`config.mk`:
```
export PLATFORM = sky130hd
export DESIGN_NAME = id_stage_pipe
export DESIGN_NICKNAME = d
export VERILOG_FILES = /design/src/rtl/id_stage_pipe.sv
export SDC_FILE = /design/constraint.sdc
export NUM_CORES = 1
export LEC_CHECK = 0
export BUFFER_PORTS_ARGS = -buffer_cell sky130_fd_sc_hd__buf_2
export CAP_MARGIN = 40
export CORE_AREA = 2 2 119 98
export DETAILED_ROUTE_END_ITERATION = 10
export DIE_AREA = 0 0 121 100
export PLACE_DENSITY = 0.8
export SYNTH_ARGS = -nofsm -noshare
export SYNTH_HDL_FRONTEND = slang
export SYNTH_SLANG_ARGS = --single-unit
```
`constraint.sdc`:
```
create_clock -name clk -period 2.8 [get_ports clk]
set_input_delay 0.14 -clock clk [delete_from_list [all_inputs] [get_ports clk]]
set_output_delay 0.14 -clock clk [all_outputs]
set_load 0.005 [all_outputs]
```
`src/rtl/id_stage_pipe.sv`:
```
// Registered RV32 decode stage: combinational decode of the fetched word, load-use interlock,
// and a valid/ready output register that decouples fetch from execute.
module id_stage_pipe #(
    parameter int unsigned XLEN      = 32,
    parameter bit          M_EXT     = 1'b1,
    parameter bit          HAZARD_EN = 1'b1,
    parameter int unsigned CNT_W     = 16
) (
    input  logic             clk,
    input  logic             rst_n,
    input  logic             flush,
    input  logic             in_valid,
    output logic             in_ready,
    input  logic [31:0]      in_inst,
    input  logic [XLEN-1:0]  in_pc,
    output logic             out_valid,
    input  logic             out_ready,
    output logic [XLEN-1:0]  out_pc,
    output logic [4:0]       out_rs1_addr,
    output logic [4:0]       out_rs2_addr,
    output logic [4:0]       out_rd_addr,
    output logic [XLEN-1:0]  out_imm,
    output logic             out_rmem,
    output logic             out_wmem,
    output logic             out_wen,
    output logic             out_jmp,
    output logic             out_jcc,
    output logic             out_lui,
    output logic             out_jal,
    output logic             out_jalr,
    output logic             out_inst_R,
    output logic             out_mem_sign,
    output logic             out_sign,
    output logic             out_sub,
    output logic [3:0]       out_alu_ctrl,
    output logic [1:0]       out_mem_type,
    output logic             out_muldiv,
    output logic [2:0]       out_muldiv_op,
    output logic             out_illegal,
    output logic [CNT_W-1:0] bubble_cnt
);

    typedef struct packed {
        logic [XLEN-1:0] pc;
        logic [4:0]      rs1;
        logic [4:0]      rs2;
        logic [4:0]      rd;
        logic [XLEN-1:0] imm;
        logic            rmem, wmem, wen, jmp, jcc, lui, jal, jalr;
        logic            inst_r, mem_sign, sign, sub;
        logic [3:0]      alu_ctrl;
        logic [1:0]      mem_type;
        logic            muldiv;
        logic [2:0]      muldiv_op;
        logic            illegal;
    } bundle_t;

    bundle_t          r_b;
    bundle_t          w_b;
    logic             r_valid;
    logic [CNT_W-1:0] r_bubble_cnt;

    logic [6:0]  w_opc;
    logic [2:0]  w_f3;
    logic [6:0]  w_f7;
    logic        w_lui, w_auipc, w_jal, w_jalr, w_br, w_load, w_store, w_opimm, w_op;
    logic        w_misc, w_sys, w_known, w_mul, w_illegal;
    logic        w_uses_rs1, w_uses_rs2, w_hazard, w_accept;
    logic [31:0] w_imm32;

    assign w_opc   = in_inst[6:0];
    assign w_f3    = in_inst[14:12];
    assign w_f7    = in_inst[31:25];
    assign w_lui   = (w_opc == 7'b0110111);
    assign w_auipc = (w_opc == 7'b0010111);
    assign w_jal   = (w_opc == 7'b1101111);
    assign w_jalr  = (w_opc == 7'b1100111);
    assign w_br    = (w_opc == 7'b1100011);
    assign w_load  = (w_opc == 7'b0000011);
    assign w_store = (w_opc == 7'b0100011);
    assign w_opimm = (w_opc == 7'b0010011);
    assign w_op    = (w_opc == 7'b0110011);
    assign w_misc  = (w_opc == 7'b0001111);
    assign w_sys   = (w_opc == 7'b1110011);

    assign w_known = w_lui | w_auipc | w_jal | w_jalr | w_br | w_load | w_store |
                     w_opimm | w_op | w_misc | w_sys;
    assign w_mul     = w_op & (w_f7 == 7'b0000001);
    assign w_illegal = (in_inst[1:0] != 2'b11) | ~w_known | (w_mul & ~M_EXT);

    always_comb begin
        w_imm32 = 32'd0;
        if (w_opimm | w_load | w_jalr | w_sys) begin
            w_imm32 = {{20{in_inst[31]}}, in_inst[31:20]};
        end else if (w_store) begin
            w_imm32 = {{20{in_inst[31]}}, in_inst[31:25], in_inst[11:7]};
        end else if (w_br) begin
            w_imm32 = {{19{in_inst[31]}}, in_inst[31], in_inst[7], in_inst[30:25],
                       in_inst[11:8], 1'b0};
        end else if (w_lui | w_auipc) begin
            w_imm32 = {in_inst[31:12], 12'd0};
        end else if (w_jal) begin
            w_imm32 = {{11{in_inst[31]}}, in_inst[31], in_inst[19:12], in_inst[20],
                       in_inst[30:21], 1'b0};
        end
    end

    always_comb begin
        w_b           = '0;
        w_b.pc        = in_pc;
        w_b.rs1       = in_inst[19:15];
        w_b.rs2       = in_inst[24:20];
        w_b.rd        = in_inst[11:7];
        w_b.imm       = XLEN'($signed(w_imm32));
        w_b.illegal   = w_illegal;
        // Side-effecting flags are suppressed on an illegal encoding.
        w_b.rmem      = w_load & ~w_illegal;
        w_b.wmem      = w_store & ~w_illegal;
        w_b.wen       = (w_lui | w_auipc | w_jal | w_jalr | w_load | w_opimm | w_op) &
                        ~w_illegal;
        w_b.jmp       = (w_jal | w_jalr) & ~w_illegal;
        w_b.jcc       = w_br & ~w_illegal;
        w_b.muldiv    = w_mul & ~w_illegal;
        w_b.muldiv_op = (w_mul & ~w_illegal) ? w_f3 : 3'd0;
        w_b.lui       = w_lui;
        w_b.jal       = w_jal;
        w_b.jalr      = w_jalr;
        w_b.inst_r    = w_op;
        w_b.mem_sign  = w_load & ~w_f3[2];
        w_b.sign      = w_br ? ~w_f3[1] : ((w_op | w_opimm) & (w_f3 == 3'b010));
        w_b.sub       = w_op & ~w_mul & in_inst[30] & (w_f3 == 3'b000);
        w_b.mem_type  = (w_load | w_store) ? w_f3[1:0] : 2'd0;
        if (w_op & ~w_mul) begin
            w_b.alu_ctrl = {in_inst[30], w_f3};
        end else if (w_opimm) begin
            w_b.alu_ctrl = {(w_f3 == 3'b101) & in_inst[30], w_f3};
        end
    end

    assign w_uses_rs1 = ~(w_lui | w_auipc | w_jal);
    assign w_uses_rs2 = w_op | w_store | w_br;
    assign w_hazard   = HAZARD_EN & in_valid & r_valid & r_b.rmem & (r_b.rd != 5'd0) &
                        ((w_uses_rs1 & (in_inst[19:15] == r_b.rd)) |
                         (w_uses_rs2 & (in_inst[24:20] == r_b.rd)));
    assign in_ready   = (~r_valid | out_ready) & ~w_hazard & ~flush;
    assign w_accept   = in_valid & in_ready;

    always_ff @(posedge clk or negedge rst_n) begin
        if (!rst_n) begin
            r_valid      <= 1'b0;
            r_b          <= '0;
            r_bubble_cnt <= '0;
        end else if (flush) begin
            r_valid <= 1'b0;
        end else if (w_accept) begin
            r_valid <= 1'b1;
            r_b     <= w_b;
        end else if (r_valid & out_ready) begin
            r_valid <= 1'b0;
            // The load drains while its consumer is held: that empty slot is the bubble.
            if (w_hazard && (r_bubble_cnt != {CNT_W{1'b1}})) begin
                r_bubble_cnt <= r_bubble_cnt + 1'b1;
            end
        end
    end

    assign out_valid     = r_valid;
    assign out_pc        = r_b.pc;
    assign out_rs1_addr  = r_b.rs1;
    assign out_rs2_addr  = r_b.rs2;
    assign out_rd_addr   = r_b.rd;
    assign out_imm       = r_b.imm;
    assign out_rmem      = r_b.rmem;
    assign out_wmem      = r_b.wmem;
    assign out_wen       = r_b.wen;
    assign out_jmp       = r_b.jmp;
    assign out_jcc       = r_b.jcc;
    assign out_lui       = r_b.lui;
    assign out_jal       = r_b.jal;
    assign out_jalr      = r_b.jalr;
    assign out_inst_R    = r_b.inst_r;
    assign out_mem_sign  = r_b.mem_sign;
    assign out_sign      = r_b.sign;
    assign out_sub       = r_b.sub;
    assign out_alu_ctrl  = r_b.alu_ctrl;
    assign out_mem_type  = r_b.mem_type;
    assign out_muldiv    = r_b.muldiv;
    assign out_muldiv_op = r_b.muldiv_op;
    assign out_illegal   = r_b.illegal;
    assign bubble_cnt    = r_bubble_cnt;

endmodule
```
After elaboration in Yosys (flattened, before gate mapping)
Cells that the tools add are included.
{ "classes": {"bitwise": 57, "n_eq_ne": 18, "mux": 13, "reduce_logical": 6, "add_sub_neg": 1} }
{ "ops": {"columns": ["cell", "count"], "rows": [
  ["2-to-1 mux 32 bit", 5],
  ["== test 7 bit (second input constant)", 4],
  ["OR 1 bit", 24],
  ["AND 1 bit", 23],
  ["== test 7 x 6 -> 1 bit (second input constant)", 3],
  ["adder 16 x 1 -> 16 bit (second input constant)", 1],
  ["!= test 16 bit (second input constant)", 1],
  ["== test 7 x 5 -> 1 bit (second input constant)", 2],
  ["== test 5 bit", 2],
  ["inverter 1 bit", 10],
  ["2-to-1 mux 4 bit", 2],
  ["== test 7 x 1 -> 1 bit (second input constant)", 1],
  ["== test 7 x 2 -> 1 bit (second input constant)", 1],
  ["== test 7 x 4 -> 1 bit (second input constant)", 1],
  ["nonzero test 5 bit", 1],
  ["2-to-1 mux 1 bit", 4],
  ["AND reduction 4 bit", 1],
  ["== test 3 x 2 -> 1 bit (second input constant)", 1],
  ["== test 3 bit (second input constant)", 1],
  ["zero test 3 bit", 1],
  ["2-to-1 mux 3 bit", 1],
  ["nonzero test 3 bit", 1],
  ["2-to-1 mux 2 bit", 1],
  ["!= test 2 bit (second input constant)", 1],
  ["other kinds (2)", 2]
]} }
{ "totals": {"reg_bits": 119} }

Logic depth before layout (Yosys ltp)
{ "depth": {"word_depth": 16, "depth_mapped": 9} }

Worst setup path before layout
No wires, ideal clock.
{ "synth_timing": {"path_kind": "register to register", "start": "register r_b (netlist bit out_rd_addr[1])", "end": "register r_b (netlist bit out_jcc)", "t_arrival_ns": 1.928, "setup_slack_ns": 0.747, "stages_incl_launch_ff": 7, "required_ns": 2.675, "n_path_buf": 1, "period_less_slack_ns": 2.053, "cell_sequence": "dfrtp_1 -> or4_1 -> nor2_1 -> o41a_1 -> a21boi_1 -> buf_2 -> mux2_2"} }
{ "synth_via": {"elab_chain_cells": 9, "elab_cells_between_ends": 13, "cone_classes": "2 x eq/ne; 9 x bitwise; 2 x reduce/logical"} }
{ "synth_rtl": {"columns": ["element", "line_no", "text"], "rows": [
  ["start, declared", "58", "bundle_t r_b;"],
  ["start signal, assigned", "157", "r_b <= w_b;"],
  ["== test 5 bit, on equally long branches", "143, 144", null],
  ["AND 1 bit, on equally long branches", "143, 144", null],
  ["OR 1 bit", "143", "((w_uses_rs1 & (in_inst[19:15] == r_b.rd)) |"],
  ["AND 1 bit (*)", "142", "assign w_hazard = HAZARD_EN & in_valid & r_valid & r_b.rmem & (r_b.rd != 5'd0) &"],
  ["inverter 1 bit (*)", "145", "assign in_ready = (~r_valid | out_ready) & ~w_hazard & ~flush;"],
  ["AND 1 bit (*) (2 in series)", "145", null],
  ["AND 1 bit (*)", "146", "assign w_accept = in_valid & in_ready;"],
  ["AND reduction 2 bit (no line) (*)", null, null]
]} }
Every way passes the cells marked *; elsewhere a longest branch is shown, timed or not.
A chain may end at the register's enable or synchronous reset.

Worst setup path in the final report
{ "layout_timing": {"start": "register r_b (netlist bit out_rd_addr[1])", "end": "output in_ready"} }
{ "layout_via": {"elab_chain_cells": 7, "elab_cells_between_ends": 11, "cone_classes": "2 x eq/ne; 8 x bitwise; 1 x reduce/logical"} }
{ "layout_rtl": {"columns": ["element", "line_no", "text"], "rows": [
  ["== test 5 bit, on equally long branches", "143, 144", null],
  ["AND 1 bit, on equally long branches", "143, 144", null],
  ["OR 1 bit", "143", null],
  ["AND 1 bit (*)", "142", null],
  ["inverter 1 bit (*)", "145", null],
  ["AND 1 bit (*) (2 in series)", "145", null],
  ["end, declared", "13", "output logic in_ready,"]
]} }
Marked as above.

==> run_results.csv <==
group,metric,value,unit
clock_network,cts_tree,"yes",
synthesis,synth_nets,668,
die,die_width,121,µm
synthesis,synthSimpleGateAreaFrac,26.2,%
synthesis,synth_compound_area_share,8.87,%
grt,first_global_vias,4952,
worst_setup_path,arrival,2.26,ns
synthesis,syn_avg_cell_area,8.97,µm²
drt,drt-initial-drc-count,546,
drt,firstDrtPassIters,6,
timing,setup-violations-final,0,
die,initial_core_util,48.4,%
die,fp.coreArea,11100,µm²
drt,final_antenna_net_count,0,
clock_network,numCtsBuffers,17,
worst_setup_path,critPathRequiredTime,2.66,ns
finish,fin_nets,897,
synthesis,ys_ff_latch,119,
power,power_density,626,nW/µm²
hold_path,hp-class,"input pin to flip-flop",
clock_network,cts_setup_buffers,0,
synthesis,synth.area.mux_share,1.26,%
synthesis,yosys_warnings,0,
grt,grtUsageTotal,26.3,%
finish,fillCellCount,865,
clock_network,clock-sinks,119,
grt,grt_max_degree,67,
finish,finalNonFillerCells,988,
drt,wire_per_inst,15.9,µm
timing,timing.hold.ws,-0.00217,ns
timing,worst_pin_slew,0.832,ns
power,irDropWorstVdd,0.491,mV
power,leakagePower,4.01,nW
clock_network,htree_num_levels,4,
drt,drc,0,
finish,area_delta_synth_final,39.6,%
clock_network,clkTransAtPathRegs,0.06,ns
die,ios,189,
status,violations,"hold timing",
synthesis,ys_async_sr_fraction,100,%
flow_run,drv_cap,0,
grt,grt_overflow,0,
worst_setup_path,crit_path_max_fanout,5,
die,die_h,100,µm
worst_setup_path,critPathKind,"flip-flop to output port",
synthesis,yosysMostFrequentCell,"nand2_1",
synthesis,synthCells,598,
finish,num_antenna_cells,0,
synthesis,synth_fa_ha_area_share,0.233,%
grt,grt_pass1_wl,24600,µm
worst_setup_path,cp-end-kind,"output port",
clock_network,clk_path_buf_depth,2,
synthesis,synth_top_area_share,55.5,%
clock_network,cts-root-buf,"clkbuf_16",
drt,wl,15700,µm
timing,rsz0062_at_grt,"false",
synthesis,yosys-top-cells-area,"dfrtp_1, nand2_1, nand3_1",
timing,fmax,417,MHz
timing,slew_violations,0,
clock_network,postCtsResizedCells,0,
place,globalplace.congestion,0.965,
synthesis,synth_ff_type,"dfrtp_1",
die,die_area,12100,µm²
drt,vias,5183,
place,dp.cells,911,
finish,layout-drive-gt1-share,28.8,%
synthesis,yosys.area.top_type,"dfrtp_1",
drt,routed_via_density,5.25,
synthesis,synthDistinctLibCells,47,
synthesis,synth_edf_count,0,
timing,finalHoldViolations,1,
timing,fin_crit_sh,85.7,%
synthesis,synth_xor_area_share,4.25,%
place,portBuffers,188,
timing,tns,0,ns
worst_setup_path,startpoint_type,"flip-flop",
synthesis,synth_common_cells,"nand2_1, dfrtp_1, nor2_1, nand3_1, o21ai_0",
synthesis,synth_area,5360,µm²
place,dp_hpwl,10800,µm
die,rows,35,
timing,finalCriticalPeriod,2.40,ns
clock_network,worstSkewPairLatency,0.41,ns
status,status,"finished with violations",
timing,max_slew_margin,44.5,%
grt,antenna_found_initial,0,
synthesis,synth_top_family_by_area,"simple AND/OR/NAND/NOR gates",
timing,skew,0.0105,ns
synthesis,synth_seq_area_share,55.5,%
==> path summary, 6_finish.rpt <==
check	depth (start not counted)	slack, ns	end	from
max	7	0.40	in_ready	out_rd_addr[1]$_DFFE_PN0P_
min	3	-0.002	out_rs1_addr[4]$_DFFE_PN0P_	in_inst[19]
max reg2reg	6	0.40	out_muldiv_op[0]$_DFFE_PN0P_	out_rd_addr[1]$_DFFE_PN0P_
min reg2reg	2	0.47	out_rs2_addr[0]$_DFFE_PN0P_	out_rs2_addr[0]$_DFFE_PN0P_
max in group asynchronous	3	1.65	out_imm[20]$_DFFE_PN0P_	rst_n
min in group asynchronous	2	0.32	out_pc[0]$_DFFE_PN0P_	rst_n
==> cell families after synthesis <==
logic type      count (synthesis)
compound gates                 73
mux                             6
flops                         119
buf+inv                        40
xor+xnor                       26
simple gates                  333
fa+ha+maj                       1
==> layout make-up <==
type                       count  area (µm²)  share of cell area, %
sequential                   119        2980                   39.8
inverter                       8        30.0                  0.401
clock buffer                  21         460                   6.15
tap                          148         185                   2.47
multi-input combinational    439        2210                   29.5
timing repair buffer         242        1500                   20.0
clock inverter                11         125                   1.67
==> through the flow <==
| stage | util (%) | hold WS [ns] | cell area [µm²] | setup WS [ns] | power (mW) |
|---|---|---|---|---|---|
| 2_1_floorplan | - | -0.156 | 5360 | 0.747 | 2.22 |
| 3_3_place_gp | 58.1 | 0.220 | 6440 | 0.497 | 2.51 |
| 3_5_place_dp | 58.2 | 0.229 | 6450 | 0.413 | 2.54 |
| 4_1_cts | 67.6 | 0.000133 | 7480 | 0.387 | 4.71 |
| 5_1_grt | 67.6 | 0.00479 | 7480 | 0.209 | 4.89 |
| 6_report | 67.6 | -0.00217 | 7480 | 0.400 | 4.69 |
==> critical path, cell delays in order (launching register included) <==
cell and delay [ns]:
dfrtp_1 0.44, or4_1 0.56, nor2_1 0.15, nor2_1 0.14, o21ai_0 0.14, inv_1 0.06
a211oi_1 0.22, buf_2 0.15
==> power breakdown <==
part	internal (mW)	total, mW	switching (mW)	leakage [nW]
Clock	1.35	2.12	0.764	0.271
Sequential	1.86	1.95	0.0866	1.55
Combinational	0.283	0.621	0.338	2.18
==> sequential cells by signal (all words and copies together) (netlist names), 3 cells and up <==
| register | cells |
|---|---|
| bubble_cnt | 16 |
| out_alu_ctrl | 4 |
| out_imm | 32 |
| out_muldiv_op | 3 |
| out_pc | 32 |
| out_rd_addr | 5 |
| out_rs1_addr | 5 |
| out_rs2_addr | 5 |
==> layout by cell type, fill, tap and decap left out, types with 8 or more instances in the layout <==
master,netlist,layout
a31oi_1,15,15
nand2_1,234,234
nor2_1,30,30
inv_1,8,8
buf_2,18,187
a21oi_1,16,16
nand3_1,28,28
dfrtp_1,119,119
o21ai_0,22,22
dlygate4sd3_1,0,45
nor3_1,9,9
xor2_1,16,16
xnor2_1,10,10
clkbuf_16,0,17
==> timing repair <==
item / in CTS / in global routing
hold buffers: 45 / 0
hold endpoints to repair: 97 / 0
setup endpoints to repair: 0 / 0
==> per-layer routing <==
metal  wire [µm]  part of all wire, %  vias to the layer above  global-route usage (%)
met5           0                    0                        -                       0
met4         297                  1.9                        0                    9.39
met3        1300                  8.3                       20                    6.93
met2        7530                   48                      240                    41.7
met1        6580                   42                     2481                    35.3
li1            -                    -                     2442                       -
(Power assumes the default switching activity.)
